===== src/rtl/instr_fetch_unit_if.sv =====
// Instruction-memory request/response bundle between the fetch unit (master) and imem (slave).
interface instr_fetch_unit_if;
    logic        imem_req;
    logic [31:0] imem_addr;
    logic        imem_ready;
    logic [31:0] imem_rdata;

    modport master (output imem_req, imem_addr, input  imem_ready, imem_rdata);
    modport slave  (input  imem_req, imem_addr, output imem_ready, imem_rdata);
endinterface


===== src/rtl/instr_fetch_unit.sv =====
// IF stage with IF/ID register: PC, imem req/ready handshake, branch/jump redirect.
// Optional delay-slot behaviour is enabled by defining BRANCH_DELAY_SLOT_EN.
module instr_fetch_unit #(
    parameter logic [31:0] RESET_PC = 32'h0000_0000
) (
    input  logic                      clk,
    input  logic                      reset_n,
    input  logic                      i_stall,
    input  logic                      i_branch_taken,
    input  logic [31:0]               i_branch_offset,
    input  logic                      i_jump,
    input  logic [25:0]               i_jump_target,
    instr_fetch_unit_if.master        imem,
    output logic [31:0]               o_instr,
    output logic [15:0]               o_imm16,
    output logic [31:0]               o_pc_plus4,
    output logic                      o_instr_valid
);

    localparam logic [1:0] BOOT  = 2'd0;
    localparam logic [1:0] FETCH = 2'd1;
`ifdef BRANCH_DELAY_SLOT_EN
    localparam logic [1:0] DSLOT = 2'd2;
`endif

    logic [1:0]  r_state;
    logic [31:0] r_pc;
    logic [31:0] r_instr;
    logic [31:0] r_pc_plus4;
    logic        r_instr_valid;
`ifdef BRANCH_DELAY_SLOT_EN
    logic [31:0] r_pend_pc;
`endif

    logic        w_req;
    logic        w_accept;
    logic        w_redir;
    logic [31:0] w_target;
    logic [31:0] w_pc_inc;
    logic        w_unused;

    assign w_req    = (r_state != BOOT) && !i_stall;
    assign w_accept = w_req && imem.imem_ready;
    // Redirects only come from decode once a live instruction exists, i.e. in FETCH.
    assign w_redir  = (r_state == FETCH) && (i_jump || i_branch_taken);
    assign w_target = i_jump ? {r_pc_plus4[31:28], i_jump_target, 2'b00}
                             : r_pc_plus4 + {i_branch_offset[29:0], 2'b00};
    assign w_pc_inc = r_pc + 32'd4;
    assign w_unused = ^i_branch_offset[31:30];

    assign imem.imem_req  = w_req;
    assign imem.imem_addr = r_pc;
    assign o_instr        = r_instr;
    assign o_imm16        = r_instr[15:0];
    assign o_pc_plus4     = r_pc_plus4;
    assign o_instr_valid  = r_instr_valid;

    always_ff @(posedge clk or negedge reset_n) begin
        if (!reset_n) begin
            r_state       <= BOOT;
            r_pc          <= RESET_PC;
            r_instr       <= 32'h0;
            r_pc_plus4    <= 32'h0;
            r_instr_valid <= 1'b0;
`ifdef BRANCH_DELAY_SLOT_EN
            r_pend_pc     <= RESET_PC;
`endif
        end else begin
            if (r_state == BOOT)
                r_state <= FETCH;
`ifdef BRANCH_DELAY_SLOT_EN
            if (w_redir) begin
                if (w_accept) begin
                    r_instr       <= imem.imem_rdata;
                    r_instr_valid <= 1'b1;
                    r_pc_plus4    <= w_pc_inc;
                    r_pc          <= w_target;
                end else begin
                    // Let the in-flight slot fetch finish before jumping.
                    r_pend_pc <= w_target;
                    r_state   <= DSLOT;
                end
            end else if (w_accept) begin
                r_instr       <= imem.imem_rdata;
                r_instr_valid <= 1'b1;
                r_pc_plus4    <= w_pc_inc;
                if (r_state == DSLOT) begin
                    r_pc    <= r_pend_pc;
                    r_state <= FETCH;
                end else begin
                    r_pc <= w_pc_inc;
                end
            end
`else
            if (w_redir) begin
                r_pc          <= w_target;
                r_instr       <= 32'h0;
                r_instr_valid <= 1'b0;
            end else if (w_accept) begin
                r_instr       <= imem.imem_rdata;
                r_instr_valid <= 1'b1;
                r_pc_plus4    <= w_pc_inc;
                r_pc          <= w_pc_inc;
            end
`endif
        end
    end

endmodule

===== src/flat_wrapper.sv =====
// flat-port wrapper written by rule: the top's interface ports become plain ports
module instr_fetch_unit_flat 
#(
    parameter logic [31:0] RESET_PC = 32'h0000_0000
)
  (clk, reset_n, i_stall, i_branch_taken, i_branch_offset, i_jump, i_jump_target, o_instr, o_imm16, o_pc_plus4, o_instr_valid, imem_imem_req, imem_imem_addr, imem_imem_ready, imem_imem_rdata);
  instr_fetch_unit_if imem_i ();
  input  logic clk;
  input  logic reset_n;
  input  logic i_stall;
  input  logic i_branch_taken;
  input  logic [31:0] i_branch_offset;
  input  logic i_jump;
  input  logic [25:0] i_jump_target;
  output logic [31:0] o_instr;
  output logic [15:0] o_imm16;
  output logic [31:0] o_pc_plus4;
  output logic o_instr_valid;
  output wire logic [$bits(imem_i.imem_req)-1:0] imem_imem_req;
  output wire logic [$bits(imem_i.imem_addr)-1:0] imem_imem_addr;
  input wire logic [$bits(imem_i.imem_ready)-1:0] imem_imem_ready;
  input wire logic [$bits(imem_i.imem_rdata)-1:0] imem_imem_rdata;
  assign imem_imem_req = imem_i.imem_req;
  assign imem_imem_addr = imem_i.imem_addr;
  assign imem_i.imem_ready = imem_imem_ready;
  assign imem_i.imem_rdata = imem_imem_rdata;
  instr_fetch_unit #(.RESET_PC(RESET_PC)) u_core (.clk(clk), .reset_n(reset_n), .i_stall(i_stall), .i_branch_taken(i_branch_taken), .i_branch_offset(i_branch_offset), .i_jump(i_jump), .i_jump_target(i_jump_target), .imem(imem_i), .o_instr(o_instr), .o_imm16(o_imm16), .o_pc_plus4(o_pc_plus4), .o_instr_valid(o_instr_valid));
endmodule

===== config.mk =====
export PLATFORM = sky130hd
export DESIGN_NAME = instr_fetch_unit_flat
export DESIGN_NICKNAME = d
export VERILOG_FILES = /design/src/rtl/instr_fetch_unit_if.sv /design/src/rtl/instr_fetch_unit.sv /design/src/flat_wrapper.sv
export SDC_FILE = /design/constraint.sdc
export NUM_CORES = 1
export LEC_CHECK = 0
export BUFFER_PORTS_ARGS = -buffer_cell sky130_fd_sc_hd__buf_2
export CORE_UTILIZATION = 40
export CTS_BUF_LIST = sky130_fd_sc_hd__clkbuf_16
export CTS_CLUSTER_DIAMETER = 30
export CTS_CLUSTER_SIZE = 24
export DETAILED_ROUTE_END_ITERATION = 8
export PLACE_DENSITY = 0.74
export SLEW_MARGIN = 20
export SYNTH_ARGS = -nofsm -noshare
export SYNTH_HDL_FRONTEND = slang
export SYNTH_SLANG_ARGS = --single-unit

===== constraint.sdc =====
create_clock -name clk -period 2.8 [get_ports clk]
set_input_delay 0.14 -clock clk [delete_from_list [all_inputs] [get_ports clk]]
set_output_delay 0.14 -clock clk [all_outputs]
set_load 0.02 [all_outputs]

## Word-level counts from Yosys, hierarchy flattened

Index checks and enable logic that the tools add are counted.
W data, S select, Z words.

- Output and inout bits: 114
- Input bits: 96
- Register bits: 98
- Word-level logic and storage cells: 23

- Mux-type cells: 7
- Reduce and logical (&&, ||, !) cells: 8
- Bitwise gates (word level): 1
- $add $sub $neg: 2

Operators by type and width:

| operator | count |
|---|---|
| $mux W32 | 5 |
| $add A32 B3 Y32 const B | 1 |
| $add A32 B32 Y32 | 1 |
| $logic_and A1 B1 Y1 | 3 |
| $logic_not A2 Y1 | 1 |
| $mux W1 | 2 |
| $reduce_and A2 Y1 | 1 |
| $reduce_bool A2 Y1 | 1 |
| $logic_not A1 Y1 | 1 |
| $logic_or A1 B1 Y1 | 1 |
| $not A1 Y1 | 1 |

## Logic depth before layout (Yosys ltp)

- Depth after elaboration: 5
- Depth in mapped cells: 11
- Gate-level depth less buffers: 11

## Worst setup path after synthesis

No wires, ideal clock.

- Path type: register to register
- From: register u_core.r_pc_plus4[2], in the netlist u_core.o_pc_plus4[2]
- To: register u_core.r_pc[24], in the netlist u_core.imem.imem_addr[24]
- Clock period less this slack: 2743 ps
- Stages on the path, launching flop included: 11
- Library setup time: 135 ps
- Data required time: 2665 ps
- Arrival time: 2608 ps
- Buffers on the path: 0
- Slack: 57 ps
- Cells stage by stage: dfrtp_1 ha_1 fa_1 a21o_1 a211o_1 a21oi_1 o31a_1 o21ai_1 a21o_1 a41oi_1 nand4_1

- Cells in the longest elaborated chain, start to end: 3

Ends and longest elaborated chain:

| item | RTL line | source |
|---|---|---|
| from (decl) | instr_fetch_unit.sv:29 | `logic [31:0] r_pc_plus4;` |
| from (signal assigned) | instr_fetch_unit.sv:102 | `r_pc_plus4 <= w_pc_inc;` |
| $add A32 B32 Y32 | instr_fetch_unit.sv:47 | `: r_pc_plus4 + {i_branch_offset[29:0], 2'b00};` |
| $mux W32 | instr_fetch_unit.sv:46 | `assign w_target = i_jump ? {r_pc_plus4[31:28], i_jump_target, 2'b00}` |
| $mux W32 | instr_fetch_unit.sv:95 | `if (w_redir) begin` |
| to (signal assigned) | instr_fetch_unit.sv:96 | `r_pc <= w_target;` |
| to (signal assigned) | instr_fetch_unit.sv:103 | `r_pc <= w_pc_inc;` |
| to (decl) | instr_fetch_unit.sv:27 | `logic [31:0] r_pc;` |

No other way between the ends.
A chain may end at the register's enable or synchronous reset.

## Worst setup path after layout

- From: register u_core.r_pc_plus4[2], in the netlist u_core.o_pc_plus4[2]
- To: register u_core.r_pc[26], in the netlist u_core.imem.imem_addr[26]

The elaborated chain is that of the path after synthesis.

==> flow_summary.json <==
{
  "die_h_um": 128,
  "grt_pass1_vias": 5871,
  "cts_root_buffer": "clkbuf_16",
  "end_kind": "flip-flop",
  "drtPass1Iterations": 5,
  "design.core.area_mm2": 0.0153,
  "leakage_nw": 4.10,
  "antenna_found_initial": 0,
  "tns_ps": 0,
  "syn_area_per_cell_um2": 8.92,
  "yosys_warnings": 0,
  "cts.clk_slew.worst_paths_ps": 90,
  "dpl.hpwl_mm": 13.9,
  "power_mw": 6.23,
  "totalWireLength_mm": 19.7,
  "tightest_slew_ps": 848,
  "htreeDepth": 3,
  "rows": 45,
  "area_growth_pct": 31.0,
  "num-nets-final": 1052,
  "ys_types": 66,
  "gp_congestion": 0.842,
  "drive_gt1_share_pct": 30.5,
  "path_class": "flip-flop to flip-flop",
  "drv_slew": 0,
  "synth_cells": 709,
  "n_antenna_cell": 0,
  "skew_ps": 13.5,
  "grt_max_degree": 61,
  "crit_chain": "ha_4 -> fa_2 -> a21o_4 -> a211o_1 -> a21oi_2 -> o31a_1 -> o21ba_4 -> inv_2 -> a311oi_2 -> o311ai_1",
  "syn_area_mm2": 0.00632,
  "yosysSeqAreaShare_pct": 38.8,
  "max_freq_mhz": 368,
  "die_w_um": 128,
  "critical_path.max_fanout": 3,
  "status": "finished, final reports clean",
  "slew_headroom_pct": 43.4,
  "cts_buffers": 9,
  "cts_tree": "yes",
  "cts_max_path_buffers": 2,
  "hold_ws_ps": 9.06,
  "async_flop_share_pct": 100,
  "hp-class": "input pin to flip-flop",
  "peakVddDrop_mv": 0.322,
  "num_vias": 6305,
  "drt-wirelength-per-cell_um": 17.2,
  "grtUsageTotal_pct": 24.2,
  "syn_nets": 836,
  "ys.flop_type": "dfrtp_1",
  "grt_overflow_total": 0,
  "dp_cells": 1088,
  "final_cell_mix": "buf_2, dfrtp_1, nand2_1",
  "yosys-top-cells-area": "dfrtp_1, o21ai_0, ha_1",
  "initial_utilization_pct": 41.3,
  "grt_pass1_wl_mm": 30.4,
  "drc": 0,
  "synth-edff-count": 0,
  "final_common_cell": "buf_2",
  "clk_latency_ps": 370,
  "setup_violations": 0,
  "hold_violations": 0,
  "yosysTopAreaCellShare_pct": 38.8,
  "cpPeakStageDelay_ps": 430,
  "powerDensity_mw_per_mm2": 753,
  "slowest_stage": "dfrtp_1",
  "crit_family": "compound AO/OA/AOI/OAI gates",
  "cp.required_ps": 3030,
  "final_cells": 1141,
  "arrival_ps": 2950,
  "numPortBuffers": 207,
  "crit_buf_inv": 1,
  "period_needed_ps": 2720,
  "drt_iter0_drc": 451,
  "vias_per_cell": 5.53,
  "max-cap-violations": 0,
  "ant_nets": 0,
  "io_pins": 210,
  "cts_sinks": 98,
  "fin_crit_sh_pct": 97.1,
  "dieArea_mm2": 0.0163,
  "ys_ff_latch": 98,
  "startpoint_type": "flip-flop",
  "yosysTopAreaCell": "dfrtp_1"
}
==> sequential cells by signal, summed over array words and instances, names as in the netlist <==
| name | count |
|---|---|
| u_core.imem.imem_addr | 32 |
| u_core.o_instr | 32 |
| u_core.o_instr_valid | 1 |
| u_core.o_pc_plus4 | 32 |
| u_core.r_state | 1 |
==> worst register-to-register path: cells and delay by family, from the launching register on <==
family	cells	cell delay [ps]
AOI/OAI and AO/OA	7	1520
buffers and inverters	1	50
adders and majority gates	2	590
DFF	1	430
==> routing by layer <==
metal  wire length (µm)  vias up  part of all wire [%]  track usage [%]
met4                341        0                   1.7             8.86
met3               1670       27                   8.5             4.80
li1                   -     2987                     -                -
met2               9160      322                    47             40.2
met5                  0        -                     0                0
met1               8500     2969                    43             31.1
==> stage by stage <==
stage	worst slack [ps]	cell area, µm²	util [%]
2_1_floorplan	56.9	6320	-
3_3_place_gp	-29.8	7500	49.0
3_5_place_dp	-66.6	7500	49.0
4_1_cts	15.0	8170	53.4
5_1_grt	-7.15	8280	54.1
6_report	79.9	8280	54.1
==> cells by family (layout without fill, tap and decap cells) <==
kind of cell,count (synthesis),after routing,synth area share (%)
xor gates and xnor gates,52,52,7.20
adders and majority gates,31,31,6.25
other,1,1,0.0593
and+or+nand+nor,206,206,15.7
buffers and inverters,67,288,5.30
muxes,3,3,0.475
DFF,98,98,38.8
AOI/OAI and AO/OA,251,251,26.2
==> repair_timing <==
action | in CTS | in global routing
gates resized for setup | 2 | 19
setup endpoints to repair | 5 | 8
cloned | 0 | 0
hold endpoints to repair | 92 | 0
pin swaps | 1 | 13
hold buffers | 34 | 0
setup buffers | 0 | 3
==> where the power goes <==
group / total, mW / internal (mW) / switching, mW
clock: 1.35 / 0.659 / 0.691
sequential: 2.06 / 1.69 / 0.365
combinational: 2.82 / 1.17 / 1.65
==> worst paths after layout <==
check | from | end | slack [ps] | depth (start not counted)
max | u_core.o_pc_plus4[2] | u_core.imem.imem_addr[26] | 80 | 10
min | i_jump_target[16] | u_core.imem.imem_addr[18] | 9 | 3
max reg2reg | u_core.o_pc_plus4[2] | u_core.imem.imem_addr[26] | 80 | 10
min reg2reg | u_core.o_instr_valid | u_core.o_instr_valid | 490 | 2
max in group asynchronous | reset_n | u_core.o_instr[12] | 1680 | 3
min in group asynchronous | reset_n | u_core.imem.imem_addr[10] | 420 | 2
==> Yosys cell counts, types with 20 or more instances <==
master / count
dfrtp_1: 98
nand2_1: 93
o21ai_0: 84
a21oi_1: 57
nor2_1: 39
a22o_1: 32
xnor2_1: 32
ha_1: 30
clkbuf_1: 28
and3_1: 20
buf_4: 20
xor2_1: 20
==> layout make-up <==
type | instances | area, µm²
clock buffers | 9 | 225
repair buffers | 266 | 1580
clock inverters | 7 | 104
well taps | 211 | 264
flip-flops and latches | 98 | 2450
fillers | 1368 | 7030
inverters | 6 | 22.5
multi-input cells | 544 | 3630
Power figures use the tool's default switching activity.
